===== src/rtl/uart_pkg.sv =====
// Shared UART definitions: baud timing, frame width and the receiver state set.
package uart_pkg;

  localparam int unsigned CLKS_PER_BIT_9600 = 5000;
  localparam int unsigned DATA_BITS         = 8;
  localparam logic        IDLE_LEVEL        = 1'b1;

  typedef enum logic [2:0] {
    IDLE,
    START,
    DATA,
    PARITY,
    STOP,
    BREAK
  } rx_state_t;

endpackage


===== src/rtl/sync_2ff.sv =====
// Two-flop synchronizer for an asynchronous level input; reset value is configurable.
module sync_2ff #(
  parameter logic RESET_VAL = 1'b1
) (
  input  logic clk,
  input  logic rst_n,
  input  logic d,
  output logic q
);

  logic meta_q, meta_d;
  logic sync_q, sync_d;

  always_comb begin
    meta_d = d;
    sync_d = meta_q;
  end

  always_ff @(posedge clk or negedge rst_n) begin
    if (!rst_n) begin
      meta_q <= RESET_VAL;
      sync_q <= RESET_VAL;
    end else begin
      meta_q <= meta_d;
      sync_q <= sync_d;
    end
  end

  assign q = sync_q;

endmodule


===== src/rtl/rx_uart.sv =====
// UART receiver: 8 data bits LSB first, even parity, one stop bit; mid-bit sampling
// off a down-counting bit timer, one-cycle valid pulse with parity/framing flags.
module rx_uart
  import uart_pkg::*;
#(
  parameter int unsigned CLKS_PER_BIT = CLKS_PER_BIT_9600
) (
  input  logic       clk,
  input  logic       reset,
  input  logic       serial_in,
  output logic [7:0] o_data,
  output logic       o_valid,
  output logic       o_parity_err,
  output logic       o_frame_err,
  output logic       o_busy
);

  if (CLKS_PER_BIT < 16 || (CLKS_PER_BIT % 2) != 0 || CLKS_PER_BIT > 8192) begin : g_bad_cfg
    $error("rx_uart: CLKS_PER_BIT must be even, >= 16 and fit the 13-bit timer");
  end

  localparam logic [12:0] HALF_LOAD = 13'(CLKS_PER_BIT / 2 - 1);
  localparam logic [12:0] FULL_LOAD = 13'(CLKS_PER_BIT - 1);
  localparam logic [2:0]  LAST_IDX  = 3'(DATA_BITS - 1);

  logic rx_s;

  sync_2ff #(.RESET_VAL(IDLE_LEVEL)) u_sync (
    .clk  (clk),
    .rst_n(reset),
    .d    (serial_in),
    .q    (rx_s)
  );

  rx_state_t   state_q, state_d;
  logic [12:0] tick_q, tick_d;
  logic [2:0]  bit_idx_q, bit_idx_d;
  logic [7:0]  shift_q, shift_d;
  logic        par_q, par_d;
  logic [7:0]  data_q, data_d;
  logic        valid_q, valid_d;
  logic        perr_q, perr_d;
  logic        ferr_q, ferr_d;
  logic        tick_zero;

  assign tick_zero = (tick_q == '0);

  always_comb begin
    state_d   = state_q;
    tick_d    = tick_q;
    bit_idx_d = bit_idx_q;
    shift_d   = shift_q;
    par_d     = par_q;
    data_d    = data_q;
    valid_d   = 1'b0;
    perr_d    = perr_q;
    ferr_d    = ferr_q;

    // Timer runs in every bit-timed state; a zero tick overrides with a reload below.
    if (state_q inside {START, DATA, PARITY, STOP} && !tick_zero) begin
      tick_d = tick_q - 13'd1;
    end

    case (state_q)
      IDLE: begin
        if (rx_s != IDLE_LEVEL) begin
          tick_d  = HALF_LOAD;
          state_d = START;
        end
      end
      START: begin
        if (tick_zero) begin
          if (rx_s != IDLE_LEVEL) begin
            tick_d    = FULL_LOAD;
            bit_idx_d = '0;
            state_d   = DATA;
          end else begin
            state_d = IDLE;
          end
        end
      end
      DATA: begin
        if (tick_zero) begin
          shift_d[bit_idx_q] = rx_s;
          tick_d             = FULL_LOAD;
          if (bit_idx_q == LAST_IDX) begin
            state_d = PARITY;
          end else begin
            bit_idx_d = bit_idx_q + 3'd1;
          end
        end
      end
      PARITY: begin
        if (tick_zero) begin
          par_d   = rx_s;
          tick_d  = FULL_LOAD;
          state_d = STOP;
        end
      end
      STOP: begin
        if (tick_zero) begin
          data_d  = shift_q;
          valid_d = 1'b1;
          perr_d  = par_q ^ (^shift_q);
          ferr_d  = !rx_s;
          state_d = (rx_s == IDLE_LEVEL) ? IDLE : BREAK;
        end
      end
      BREAK: begin
        if (rx_s == IDLE_LEVEL) begin
          state_d = IDLE;
        end
      end
      default: state_d = IDLE;
    endcase
  end

  always_ff @(posedge clk or negedge reset) begin
    if (!reset) begin
      state_q   <= IDLE;
      tick_q    <= '0;
      bit_idx_q <= '0;
      shift_q   <= '0;
      par_q     <= 1'b0;
      data_q    <= '0;
      valid_q   <= 1'b0;
      perr_q    <= 1'b0;
      ferr_q    <= 1'b0;
    end else begin
      state_q   <= state_d;
      tick_q    <= tick_d;
      bit_idx_q <= bit_idx_d;
      shift_q   <= shift_d;
      par_q     <= par_d;
      data_q    <= data_d;
      valid_q   <= valid_d;
      perr_q    <= perr_d;
      ferr_q    <= ferr_d;
    end
  end

  assign o_data       = data_q;
  assign o_valid      = valid_q;
  assign o_parity_err = perr_q;
  assign o_frame_err  = ferr_q;
  assign o_busy       = (state_q != IDLE);

endmodule


===== config.mk =====
export PLATFORM = sky130hd
export DESIGN_NAME = rx_uart
export DESIGN_NICKNAME = d
export VERILOG_FILES = /design/src/rtl/uart_pkg.sv /design/src/rtl/sync_2ff.sv /design/src/rtl/rx_uart.sv
export SDC_FILE = /design/constraint.sdc
export NUM_CORES = 1
export LEC_CHECK = 0
export CAP_MARGIN = 20
export CORE_UTILIZATION = 30
export CTS_CLUSTER_DIAMETER = 80
export CTS_CLUSTER_SIZE = 24
export DETAILED_ROUTE_END_ITERATION = 8
export PLACE_DENSITY = 0.55
export SKIP_CTS_REPAIR_TIMING = 1
export SYNTH_ARGS = -nofsm -noshare
export SYNTH_HDL_FRONTEND = slang
export SYNTH_SLANG_ARGS = --single-unit

===== constraint.sdc =====
create_clock -name clk -period 1.9 [get_ports clk]
set_input_delay 0.285 -clock clk [delete_from_list [all_inputs] [get_ports clk]]
set_output_delay 0.285 -clock clk [all_outputs]
set_load 0.01 [all_outputs]

* Word-level counts from Yosys, hierarchy flattened *
Cells that the tools add are included.

word-level totals
  register bits = 41
  bits of input ports = 3
  output and inout port bits = 12
  word-level logic and storage cells = 73

operators by class
  $add $sub $neg = 2
  $lt $le $gt $ge = 2
  eq/ne operators = 15
  multiplexer cells = 26
  bitwise logic cells = 1
  reduce and logical (&&, ||, !) cells = 16

operators by type and width
  cell                                                        count
  two-way mux 13 bit                                          5
  case mux 13 bit (3 select lines)                            1
  two-way mux 3 bit                                           12
  case mux 3 bit (6 select lines)                             1
  != test 2 bit, second input constant                        7
  logical NOT 13 bit                                          1
  subtractor 13 x 1 -> 13 bit, second input constant          1
  equality test 3 bit, second input constant                  3
  bitwise mux 8 bit                                           1
  parity 8 bit                                                1
  AND reduction 7 bit                                         1
  equality test 3 x 2 -> 1 bit, second input constant         2
  case mux 3 bit (2 select lines)                             1
  AND reduction 2 bit                                         3
  AND reduction 5 bit                                         1
  less-than comparator 3 x 4 -> 1 bit, second input constant  1
  != test 2 x 1 -> 1 bit, second input constant               2
  nonzero test 4 bit                                          1
  adder 3 x 1 -> 3 bit, second input constant                 1
  demux 1 bit (select 3 bit)                                  1
  equality test 3 x 1 -> 1 bit, second input constant         1
  >= comparator 3 x 1 -> 1 bit, second input constant         1
  logical NOT 3 bit                                           1
  two-way mux 1 bit                                           3
  other kinds (7)                                             9

* Longest topological paths before layout *
Gate-level depths: netlist (run 1).

  word-level depth = 7
  mapped depth = 8

* Modules after synthesis *
Synthesis (run 1) repeated with hierarchy kept, for this count alone.

unflattened totals
  cell total of the unflattened synthesis = 192
  area, all modules = 2055.7 um^2

modules (own cells, without submodules)
  module    times used  cells each  area each (um^2)
  rx_uart   1           190         2003.2
  sync_2ff  1           2           52.6

* Least setup slack after synthesis (run 1) *
Ideal clock, no wire load.

  kind = register to register
  start point = register tick_q[0]
  end point = register data_q[0], in the netlist o_data[0]
  library setup time = 0.125 ns
  data arrival time = 1.895 ns
  data required time = 1.775 ns
  setup slack = -0.120 ns
  cell stages (with the launch flop) = 8
  buffers on the path = 1
  cell sequence = dfrtp_1 -> inv_1 -> ha_1 -> nor2b_1 -> and4b_1 -> and4b_1 -> buf_2 -> mux2_2

between the ends
  longest elaborated chain between the ends = 2

RTL lines
  item                                  RTL line        RTL
  from (decl)                           rx_uart.sv:36   logic [12:0] tick_q, tick_d;
  from (signal assigned)                rx_uart.sv:131  tick_q <= tick_d;
  logical NOT 13 bit                    rx_uart.sv:46   assign tick_zero = (tick_q == '0);
  AND reduction 2 bit (no source line)  --
  to (signal assigned)                  rx_uart.sv:135  data_q <= data_d;
  to (decl)                             rx_uart.sv:40   logic [7:0] data_q, data_d;

No other way between the ends.
A chain may end at the register's enable or synchronous reset.

* Worst setup path after layout (run 1) *
  start point = register tick_q[5]
  end point = register data_q[1], in the netlist o_data[1]

Same word-level chain as after synthesis.

==> results of run 1 <==
worst paths after layout:
| kind | from | cells after the start | to | slack [ps] |
|---|---|---|---|---|
| max reg2reg | tick_q[5] | 5 | o_data[1] | -70 |
| max | tick_q[5] | 5 | o_data[1] | -70 |
| min | u_sync.meta_q | 0 | u_sync.q | 360 |
| min in group asynchronous | reset | 2 | o_parity_err | 470 |
| max in group asynchronous | reset | 3 | u_sync.meta_q | 850 |
| min reg2reg | u_sync.meta_q | 0 | u_sync.q | 360 |
registers in the layout, indices dropped and copies added (netlist names):
register,flops
state_q,3
o_data,8
u_sync.meta_q,1
u_sync.q,1
tick_q,13
shift_q,8
o_valid,1
par_q,1
o_parity_err,1
bit_idx_q,3
o_frame_err,1
synth_stat cells, drive strengths merged (3+ instances only):
| cell | instances | area share [%] |
|---|---|---|
| clkbuf | 5 | 0.92 |
| dfrtp | 39 | 48 |
| mux2 | 19 | 11 |
| or3 | 3 | 1.2 |
| ha | 3 | 1.8 |
| nand3 | 8 | 2.0 |
| nand4 | 3 | 0.92 |
| o21ai | 6 | 1.5 |
| buf | 4 | 1.1 |
| xnor2 | 9 | 3.9 |
| nor4 | 6 | 2.9 |
| nor3 | 6 | 1.5 |
| inv | 5 | 0.92 |
| o211ai | 4 | 1.5 |
| a21oi | 5 | 1.2 |
| nor2 | 11 | 2.0 |
| xor2 | 7 | 3.0 |
| nand2 | 18 | 3.4 |
layer usage:
| metal | part of all wire [%] | wire length (um) | global-route usage (%) | vias to the layer above |
|---|---|---|---|---|
| met5 | 0 | 0 | 0 | - |
| met4 | 1.7 | 70 | 5.24 | 0 |
| met3 | 3.0 | 127 | 2.95 | 7 |
| met2 | 44 | 1840 | 19.3 | 23 |
| met1 | 51 | 2160 | 19.0 | 758 |
| li1 | - | - | - | 756 |
critical path: stages (launching register included):
cell and delay [ps]:
dfrtp_1 430, nor4_4 330, and4b_2 340, and4b_2 310
clkbuf_16 170, mux2_4 290
cells by family (layout without fill, tap and decap cells):
family | Yosys count | count (layout)
adders and majority gates | 3 | 3
DFF | 41 | 41
muxes | 19 | 19
xor gates and xnor gates | 16 | 16
and+or+nand+nor | 70 | 70
buffers and inverters | 14 | 62
AOI/OAI and AO/OA | 24 | 24
power by group through the flow:
stage	Sequential (mW)	Combinational [mW]	Clock, mW
5_1_grt	0.877	0.0458	0.789
3_5_place_dp	0.894	0.0392	0
2_1_floorplan	0.894	0.00669	0
6_report	0.876	0.0393	0.731
4_1_cts	0.876	0.0392	0.755
3_3_place_gp	0.893	0.0392	0
layout make-up:
type,instances,share of cell area [%]
Clock buffer,5,2.50
Clock inverter,3,1.68
Inverter,5,0.681
Multi-Input combinational cell,132,38.1
Sequential cell,41,37.4
Tap cell,77,3.49
Timing Repair Buffer,49,16.2
==> results by group, run 1 <==
Timing
  – Worst slew pin tran: about 480 ps
  – Fmax: just over 500 MHz
  – Fin. Hold Viols: 0
  – Min Tclk post-route: 1970 ps
  – Layout Skew: roughly 11 ps
  – Final period util: 104%
  – Setup ws final: -67.4 ps
  – RSZ-0062 raised after global routing: true
  – Worst hold slack: 358 ps
  – Max-slew violations: 0
  – Final Setup Violations: 11
  – Slew HR: between 60 and 70%
  – Setup_tns: -586 ps

Layout
  – Area grow syn2layout: 35.3%
  – Fin cells: about 310
  – Cell area after layout: ~2800 um2
  – Final nets: 240
  – Area of the multi-input gates: between 1000 and 1500 um2
  – Share of cells above drive strength 1: a little over a third
  – Finished Core Util: 42.7%
  – Antenna fix cells: 0
  – Storage cell area: just over 1000 um2
  – Commonest non-fill, non-tap cell in the layout: dfrtp_1
  – Commonest non-fill, non-tap cells in the layout: dfrtp_1, buf_4, nand2_1
  – Filler cells: 617

Global routing
  – Global Route Usage Sum: between 10% and 20%
  – Vias in the first global route: around 1600
  – Initial antenna violation count: 0
  – Gr ovfl total: 0
  – Pin count of the biggest net entering global routing: 23
  – First-pass GRT wire length: about 7.4 mm

Yosys
  – Largest family of logic cells by synthesized area: simple AND/OR/NAND/NOR gates
  – Library cells used by synthesis: between 40 and 50
  – Register bit count reported by yosys: a little over 40
  – Syn Nets: ~190
  – Synth Area in Adders: 1.84%
  – Synth Cell Area: around 2000 um2
  – Xor/xnor share of the synthesized area: under 10%
  – Synth Area in Compound Gates: around 7.8%
  – Asr flop ratio synth: 100%
  – Avg Synthesized Cell Area: about 11 um2
  – Cells after Synth: roughly 190
  – Seq/Total Area, Yosys: between 50% and 60%
  – Post-synth EDFFs: 0
  – Ys Warns: 0
  – Simple logic cell fraction of the synthesized area: between 10% and 20%
  – Top FF cell, synth: dfrtp_1
  – Post-synthesis mux area share: a little over a tenth

Critical path
  – CP arrival: 2160 ps
  – WP data required: 2100 ps
  – Worst Setup End Kind: register
  – CP startpoint kind: register
  – Setup Crit Path Kind: reg2reg
  – Max Fanout on Critical Path: 6

Place
  – HPWL after DPL: between 2 and 3 mm
  – Post-Place Cells: 301
  – Gpl congestion: slightly above 0.8
  – Post-place setup slack: -98.9 ps
  – Post-DP Area: approximately 2500 um2
  – I/O Buffers: 14

Clock network
  – CTS clk-pin slew, worst paths: ~90 ps
  – Htree depth: 2
  – Clock latency on the worst-skew pair: approximately 300 ps
  – Sink Count: 41
  – Clock root cell: clkbuf_8
  – TritonCTS clock tree: yes
  – CTS buffer count: 5
  – Clock buffer depth: 2

Pwr
  – Comb pwr share: 2.4%
  – Switching pwr: 0.365 mW
  – Clock power frac: between 40% and 50%
  – Power Total: approximately 1.6 mW
  – Internal power consumption: 1.28 mW
  – Reg power frac: between 50 and 60%
  – Peak VDD IR: about 0.31 mV
  – PwrDens: between 500 and 600 nW/um2
  – Sw Share: 22.2%
  – Pleak: ~1.2 nW

Floorplanning
  – Core area: roughly 6500 um2
  – Starting Density: between 30% and 40%
  – Die extent in y: 84.4 um
  – Die Area: about 7000 um2
  – Cell row count: 29
  – Die X: about 84 um
  – IO Count: 15

Detailed routing
  – Residual DRC count: 0
  – DR iter-0 viols: 70
  – Drt first pass iters: 4
  – Avg Vias per Cell: 4.95
  – Final ANT Viol Nets: 0
  – Final wirelength: 4.20 mm
  – WL per Instance: 13.5 um
  – DR vias: between 1500 and 2000

Outcome
  – Outcome: complete, but fails checks
  – Failing checks: setup timing

Hold path
  – HP Class: reg2reg

Flow run
  – Max Cap Viol: 0
Note: power is estimated with default switching activity, not from simulation.
==> run 2, diff against run 1 <==
--- a/config.mk
+++ b/config.mk
@@ -12,6 +12,8 @@
 export DETAILED_ROUTE_END_ITERATION = 8
 export PLACE_DENSITY = 0.55
 export SKIP_CTS_REPAIR_TIMING = 1
+export SLEW_MARGIN = 0
 export SYNTH_ARGS = -nofsm -noshare
 export SYNTH_HDL_FRONTEND = slang
 export SYNTH_SLANG_ARGS = --single-unit
+export TNS_END_PERCENT = 30
==> results by group, run 2 (synthesis gave the netlist of run 1 again) <==
Pwr
  – PwrDens: 588 nW/um2 (was 597 nW/um2)
  – Pleak: 1.21 nW (about the same)
  – Peak VDD IR: 0.224 mV (was 0.308 mV)
  – Power Total: 1.60 mW (was 1.65 mW)

Layout
  – Antenna fix cells: 0 (unchanged)
  – Finished Core Util: 42.3% (was 42.7%)
  – Area grow syn2layout: 33.9% (was 35.3%)
  – Max reg flops: 13 (unchanged)
  – Commonest non-fill, non-tap cells in the layout: dfrtp_1, buf_4, nand2_1 (unchanged)
  – Biggest register: tick_q (unchanged)
  – Cell area after layout: 2730 um2 (was 2760 um2)
  – Share of cells above drive strength 1: 35.3% (was 36.2%)
  – Final nets: 240 (unchanged)
  – Commonest non-fill, non-tap cell in the layout: dfrtp_1 (unchanged)

Timing
  – Final Setup Violations: 14 (was 11)
  – Setup ws final: -76.5 ps (was -67.4 ps)
  – Fmax: 506 MHz (was 508 MHz)
  – Min Tclk post-route: 1980 ps (was 1970 ps)
  – Worst hold slack: 364 ps (was 358 ps)
  – Final period util: 104% (about the same)
  – RSZ-0062 raised after global routing: true (unchanged)
  – Layout Skew: 6.81 ps (was 11.0 ps)
  – Worst slew pin tran: 511 ps (was 483 ps)
  – Slew HR: 65.9% (was 67.8%)
  – Fin. Hold Viols: 0 (unchanged)
  – Max-slew violations: 0 (unchanged)

Floorplanning
  – Starting Density: 31.6% (unchanged)
  – Die X: 84.4 um (unchanged)
  – Die extent in y: 84.4 um (unchanged)
  – Cell row count: 29 (unchanged)
  – Die Area: 7130 um2 (unchanged)
  – Core area: 6460 um2 (unchanged)
  – IO Count: 15 (unchanged)

Hold path
  – HP Class: reg2reg (unchanged)
  – Worst hold start: u_sync.meta_q (unchanged)

Detailed routing
  – Final wirelength: 4.17 mm (was 4.20 mm)
  – WL per Instance: 13.3 um (was 13.5 um)
  – DR vias: 1519 (was 1544)
  – Avg Vias per Cell: 4.87 (was 4.95)
  – DR iter-0 viols: 90 (was 70)
  – Final ANT Viol Nets: 0 (unchanged)
  – Drt first pass iters: 4 (unchanged)
  – Residual DRC count: 0 (unchanged)

Global routing
  – Global Route Usage Sum: 12.3% (was 13.2%)
  – Initial antenna violation count: 0 (unchanged)
  – Gr ovfl total: 0 (unchanged)
  – First-pass GRT wire length: 6.94 mm (was 7.45 mm)
  – Pin count of the biggest net entering global routing: 22 (was 23)
  – Vias in the first global route: 1431 (was 1564)

Clock network
  – CTS buffer count: 5 (unchanged)
  – Htree depth: 2 (unchanged)
  – Sink Count: 41 (unchanged)
  – CTS clk-pin slew, worst paths: 80 ps (was 90 ps)
  – Clock root cell: clkbuf_8 (unchanged)
  – Clock latency on the worst-skew pair: 300 ps (about the same)
  – Clock buffer depth: 2 (unchanged)
  – TritonCTS clock tree: yes (unchanged)

Critical path
  – WP data required: 1620 ps (was 2100 ps)
  – Setup Crit Path Kind: reg2out (was reg2reg)
  – CP arrival: 1690 ps (was 2160 ps)
  – Worst Setup End Kind: primary output (was register)
  – Max Fanout on Critical Path: 7 (was 6)
  – RR Startpoint: tick_q[7] (was tick_q[5])
  – Beginning of the critical path: state_q[2] (was tick_q[5])
  – CP startpoint kind: register (unchanged)

Place
  – I/O Buffers: 14 (unchanged)
  – Post-DP Area: 2490 um2 (was 2500 um2)
  – HPWL after DPL: 2.93 mm (was 2.98 mm)
  – Gpl congestion: 0.796 (was 0.828)

Outcome
  – Outcome: complete, but fails checks (unchanged)
  – Failing checks: setup timing (unchanged)

Flow run
  – Max Cap Viol: 0 (unchanged)
## run 2: layout make-up
cell class	instances	area (um2)
repair buffers	49	425
well taps	77	96.3
inverters	5	18.8
fillers	628	3730
clock inverters	2	35.0
multi-input cells	132	1050
clock buffers	6	72.6
flip-flops and latches	41	1030
## run 2: worst paths after layout
| kind | endpoint | slack (ps) | cells past startpoint |
|---|---|---|---|
| max in group asynchronous | u_sync.q | 850 | 3 |
| min in group asynchronous | tick_q[0] | 490 | 2 |
| setup / recovery | o_busy | -80 | 2 |
| setup reg to reg | par_q | -70 | 6 |
| hold / removal | u_sync.q | 360 | 0 |
| hold reg to reg | u_sync.q | 360 | 0 |
## run 2: stage by stage
stage / setup WS, ps / instances / setup TNS [ps]
after global routing: -141 / 312 / -1960
after detailed placement: -181 / 300 / -1480
after floorplan: -36.3 / 187 / -81.9
after CTS: -190 / 308 / -1720
after global placement: -156 / 300 / -1230
final: -76.5 / 312 / -554
## run 2: metal layers
| layer | track usage (%) | part of all wire (%) |
|---|---|---|
| met3 | 2.65 | 2.2 |
| met1 | 17.3 | 50 |
| met4 | 4.93 | 1.7 |
| met2 | 18.3 | 46 |
| met5 | 0 | 0 |
## run 2: critical path, stage by stage (launching register included)
cell and delay (ps):
dfrtp_2 450, or3_1 440, clkdlybuf4s50_1 500
## run 2: report_power, final
part	switching, mW	total [mW]	internal [mW]
combinational	0.0257	0.0371	0.0114
sequential	0.000751	0.876	0.876
clock	0.301	0.691	0.390
==> RTL change 1 (flow settings as in run 1) <==
Reset style: synchronous (`reset` and `rst_n`), changed in 2 clocked blocks. Comments in the files are not updated.
--- a/src/rtl/sync_2ff.sv
+++ b/src/rtl/sync_2ff.sv
@@ -17,5 +17,5 @@
   end
 
-  always_ff @(posedge clk or negedge rst_n) begin
+  always_ff @(posedge clk) begin
     if (!rst_n) begin
       meta_q <= RESET_VAL;
--- a/src/rtl/rx_uart.sv
+++ b/src/rtl/rx_uart.sv
@@ -116,5 +116,5 @@
   end
 
-  always_ff @(posedge clk or negedge reset) begin
+  always_ff @(posedge clk) begin
     if (!reset) begin
       state_q   <= IDLE;
Formal check against the unedited RTL: differs if reset is asserted again (counterexample within 4 cycles, from zero or initial values and one cycle with reset low); with reset held inactive, the same outputs for 10 cycles.
==> RTL change 1 against run 1 <==
The run still ends with setup timing left; clock skew decreased by 0.0078 ns; global-route usage increased by 0.19 points; critical path depth unchanged; wire length increased by 6.8%; design area decreased by 1.8%; setup slack got worse by 0.12 ns; sequential cell count unchanged; synthesized area decreased by 1.4%; hold slack improved by 0.055 ns.
Power is not compared: it rests on default switching activity, and its combinational part moved more than twofold at a synthesized area within 25%.
==> RTL change 1: results (changes against run 1) <==
Synthesis
  – Synth Area in Compound Gates: 0.08157 (+0.003607)
  – Mux cell area share after synthesis: 0.1152 (+0.008379)
  – Synth Area in XOR/XNOR: 0.06787 (-0.0008834)
  – Synth area leaders: dfxtp_1, mux2i_1, nor2_1, xnor2_1, a21oi_1
  – Sequential area share after synthesis: 0.4085 (-0.09614)
  – Unique masters post-synth: 51 (+19%)
  – Synth top cells by count: dfxtp_1, nor2_1, mux2i_1
  – Adder-cell area share of the yosys netlist: 0.01868 (+0.0002637)

STA
  – Setup-failing EPs final: 31 (+20)
  – Final worst setup slack: -0.1846 ns (-0.1172 ns)
  – Setup TNS: -2.120 ns (-1.534 ns)
  – Final hold slack: 0.4135 ns (+0.05507 ns)
  – Worst-Margin Slew: 0.4940 ns (+0.01065 ns)
  – Worst Clk Skew: 0.003277 ns (-0.007759 ns)

Worst setup path
  – Slowest stage cell, crit path: or4_4
  – Critical R2R Launch: tick_q[8]
  – Capture point of the critical path: tick_q[1]
  – Crit-path max cell delay: 0.60 ns (+0.17 ns)
  – Largest fanout on the critical path: 5 (-1)
  – Worst EP arrival: 2.32 ns (+0.16 ns)

Run status
  – Status: complete, but fails checks
  – Failing checks: setup timing

Global routing
  – Largest net degree at the start of global routing: 24 (+4.3%)
  – GRT Total Usage: 0.1340 (+0.001918)
  – Number of global-route vias before repair: 1600 (+2.3%)
  – First-pass GRT wire length: 7486 µm (+0.55%)

Detailed routing
  – Routed vias/inst: 4.897 (-1.1%)
  – First drt pass iteration count: 5 (+1)
  – DR iter-0 viols: 117 (+67%)

Placement
  – Cells after DPL: 326 (+8.3%)
  – Placed inst area: 0.002447 mm² (-2.2%)

Min path
  – Worst Min Path Start: u_sync.meta_q
  – WHS Path Cells: 1 (+1)

Cells and area
  – Share of cells above drive strength 1: 0.2901 (-0.07163)
  – Final nets: 267 (+11%)
-- RTL change 1: changes by cell type in the layout (fill, tap and decap cells not counted), moves of 7 or more --
| cell | delta |
|---|---|
| dfxtp_1 | +39 |
| nor2_1 | +23 |
| mux2i_1 | +22 |
| mux2_2 | -11 |
| mux2_4 | -7 |
| nand2_1 | -9 |
| dfrtp_1 | -37 |
-- RTL change 1: cell type report --
| type | instances | area [µm²] |
|---|---|---|
| sequential | 41 | 823.3 |
| timing repair buffer | 53 | 451.7 |
| clock buffer | 5 | 68.82 |
| inverter | 5 | 18.77 |
| clock inverter | 3 | 68.82 |
| tap | 77 | 96.34 |
| multi-input combinational | 155 | 1180 |
| fill | 645 | 3715 |
-- RTL change 1: logic make-up after synthesis --
| kind of cell | Yosys count |
|---|---|
| AND/OR/NAND/NOR | 89 |
| adder cells (fa/ha/maj) | 3 |
| AO/OA/AOI/OAI | 26 |
| XOR/XNOR | 14 |
| multiplexers | 23 |
| flip-flops | 41 |
| buffers and inverters | 17 |
-- RTL change 1: routing by layer --
layer / vias up / track usage / part of all wire
met5: - / 0 / 0
li1: 853 / - / -
met1: 778 / 0.1801 / 0.51
met4: 0 / 0.05643 / 0.022
met3: 9 / 0.02374 / 0.029
met2: 20 / 0.2109 / 0.44
-- RTL change 1: power by group through the flow --
stage,combinational (W),sequential [W],clock [W]
6_report,0.000557,0.000900,0.000866
3_5_place_dp,0.000504,0.000918,0
5_1_grt,0.000609,0.000903,0.000921
4_1_cts,0.000505,0.000899,0.000882
3_3_place_gp,0.000500,0.000918,0
2_1_floorplan,0.000287,0.000921,0
==> RTL change 2 (flow settings as in run 1) <==
Without the edit above. Register the input `serial_in` before use, cleared by the reset. The logic sees it one clock later.
--- a/src/rtl/rx_uart.sv
+++ b/src/rtl/rx_uart.sv
@@ -16,4 +16,14 @@
 );
 
+  logic serial_q;
+
+  always_ff @(posedge clk or negedge reset) begin
+    if (!reset) begin
+      serial_q <= '0;
+    end else begin
+      serial_q <= serial_in;
+    end
+  end
+
   if (CLKS_PER_BIT < 16 || (CLKS_PER_BIT % 2) != 0 || CLKS_PER_BIT > 8192) begin : g_bad_cfg
     $error("rx_uart: CLKS_PER_BIT must be even, >= 16 and fit the 13-bit timer");
@@ -29,5 +39,5 @@
     .clk  (clk),
     .rst_n(reset),
-    .d    (serial_in),
+    .d    (serial_q),
     .q    (rx_s)
   );
Formal check against the unedited RTL: not equivalent (a bounded check fails within 4 cycles, from zero or initial values and one cycle with reset low).
==> RTL change 2 against run 1 <==
The run still ends with setup timing left; setup slack got worse by 0.44 ns; synthesized area rose by 1.7%; sequential cell count increased by 1; total power down 1.2%; design area grew 5.8%; first-iteration DRC count increased by 10%; clock skew shrank 0.0046 ns; wire length is 11% higher; critical path type unchanged.
==> RTL change 2: results (changes against run 1) <==
Global routing
  – First-pass GRT wire length: 7534 µm (+1.2%)
  – Met1 Use GR: 0.1775 (-0.01245)
  – Grt met2 use: 0.2192 (+0.02621)
  – Largest net degree at the start of global routing: 43 (+87%)
  – GRT Total Usage: 0.1339 (+0.001843)

Placement
  – DP Wirelength: 3091 µm (+3.9%)
  – Placer Congestion: 0.7840 (-5.3%)
  – I/O Buffers: 14 (unchanged)
  – Placed inst area: 0.002562 mm² (+2.5%)

STA
  – Final worst setup slack: -0.5048 ns (-0.4374 ns)
  – Slew HR: 0.6461 (-0.03168)
  – Setup-failing EPs final: 39 (+28)
  – Setup TNS: -13.51 ns (-12.92 ns)

Min path
  – Hold crit path type: in -> async

Cells and area
  – Diode count: 0 (unchanged)
  – Final nets: 254 (+5.8%)
  – Fin cells: 326 (+4.5%)
  – Share of cells above drive strength 1: 0.4177 (+0.05597)

Synthesis
  – Post-Syn Nets: 198 (+2.6%)
  – Unique masters post-synth: 38 (-12%)
  – Synth top cells by count: dfrtp_1, nand2_1, nor2_1
  – Synth area leaders: dfrtp_1, mux2_2, xnor2_1, mux2_4, nand2_1
  – Synth Area per Inst: 10.80 µm² (-0.93%)
  – Sequential area share after synthesis: 0.5081 (+0.003543)

Worst setup path
  – Worst r2r dst: o_data[2]
  – Slowest stage cell, crit path: or4_4
  – Critical R2R Launch: tick_q[3]
  – Crit-path max cell delay: 0.56 ns (+0.13 ns)

Detailed routing
  – Detailed Route WL: 4646 µm (+11%)
  – Met2 WL: 2306 µm (+25%)
  – M1 WL: 2099 µm (-2.9%)
  – DR iter-0 viols: 77 (+10%)
  – DR vias: 1648 (+6.7%)
  – WL met3: 163 µm (+28%)

Power and ir drop
  – Max IR drop VDD: 222.6 µV (-28%)
  – Switching Share: 0.2053 (-0.01621)
  – Psw: 0.0003339 W (-8.5%)
  – Static leakage: 1.320 nW (+9.1%)
  – Seq pwr share: 0.555 (+0.023)

Run status
  – Status: complete, but fails checks
  – Failing checks: setup timing
[RTL change 2: cell types whose count changed in the layout (fill, tap and decap cells not counted), moves of 4 or more]
cell    change
buf_4       +6
buf_6       +7
mux2_2      -5
mux2_4      +4
nor3_1      +5
[RTL change 2: worst max-delay path: cells and delay by family, from the launching register on]
kind          cells  cell delay [ns]
buf+inv           1             0.17
flops             1             0.38
mux               1             0.27
simple gates      3             1.46
[RTL change 2: how the worst max path moves through the flow]
| stage | startpoint | endpoint | cells past startpoint | slack (ns) |
|---|---|---|---|---|
| floorplan | tick_q[4] | o_data[0] | 7 | -0.63 |
| global placement | tick_q[9] | bit_idx_q[0] | 5 | -0.48 |
| detailed placement | tick_q[9] | bit_idx_q[0] | 5 | -0.50 |
| CTS | tick_q[9] | bit_idx_q[0] | 5 | -0.53 |
| global route | tick_q[3] | o_data[1] | 5 | -0.54 |
| finish | tick_q[3] | o_data[2] | 5 | -0.50 |
[RTL change 2: area by class of cell]
| cell class | instances | area [µm²] |
|---|---|---|
| clock buffers | 5 | 68.82 |
| clock inverters | 3 | 40.04 |
| fillers | 613 | 3577 |
| inverters | 5 | 18.77 |
| multi-input cells | 135 | 1141 |
| flip-flops and latches | 42 | 1054 |
| well taps | 77 | 96.34 |
| repair buffers | 59 | 499.2 |
[RTL change 2: kinds of logic (layout without fill, tap and decap cells)]
kind of cell	Yosys count	in the layout	share of synthesized area
AND/OR/NAND/NOR	74	74	0.1937
flip-flops	42	42	0.5081
AO/OA/AOI/OAI	23	23	0.06578
buffers and inverters	15	72	0.03561
XOR/XNOR	17	17	0.07182
multiplexers	18	18	0.1068
adder cells (fa/ha/maj)	3	3	0.01811
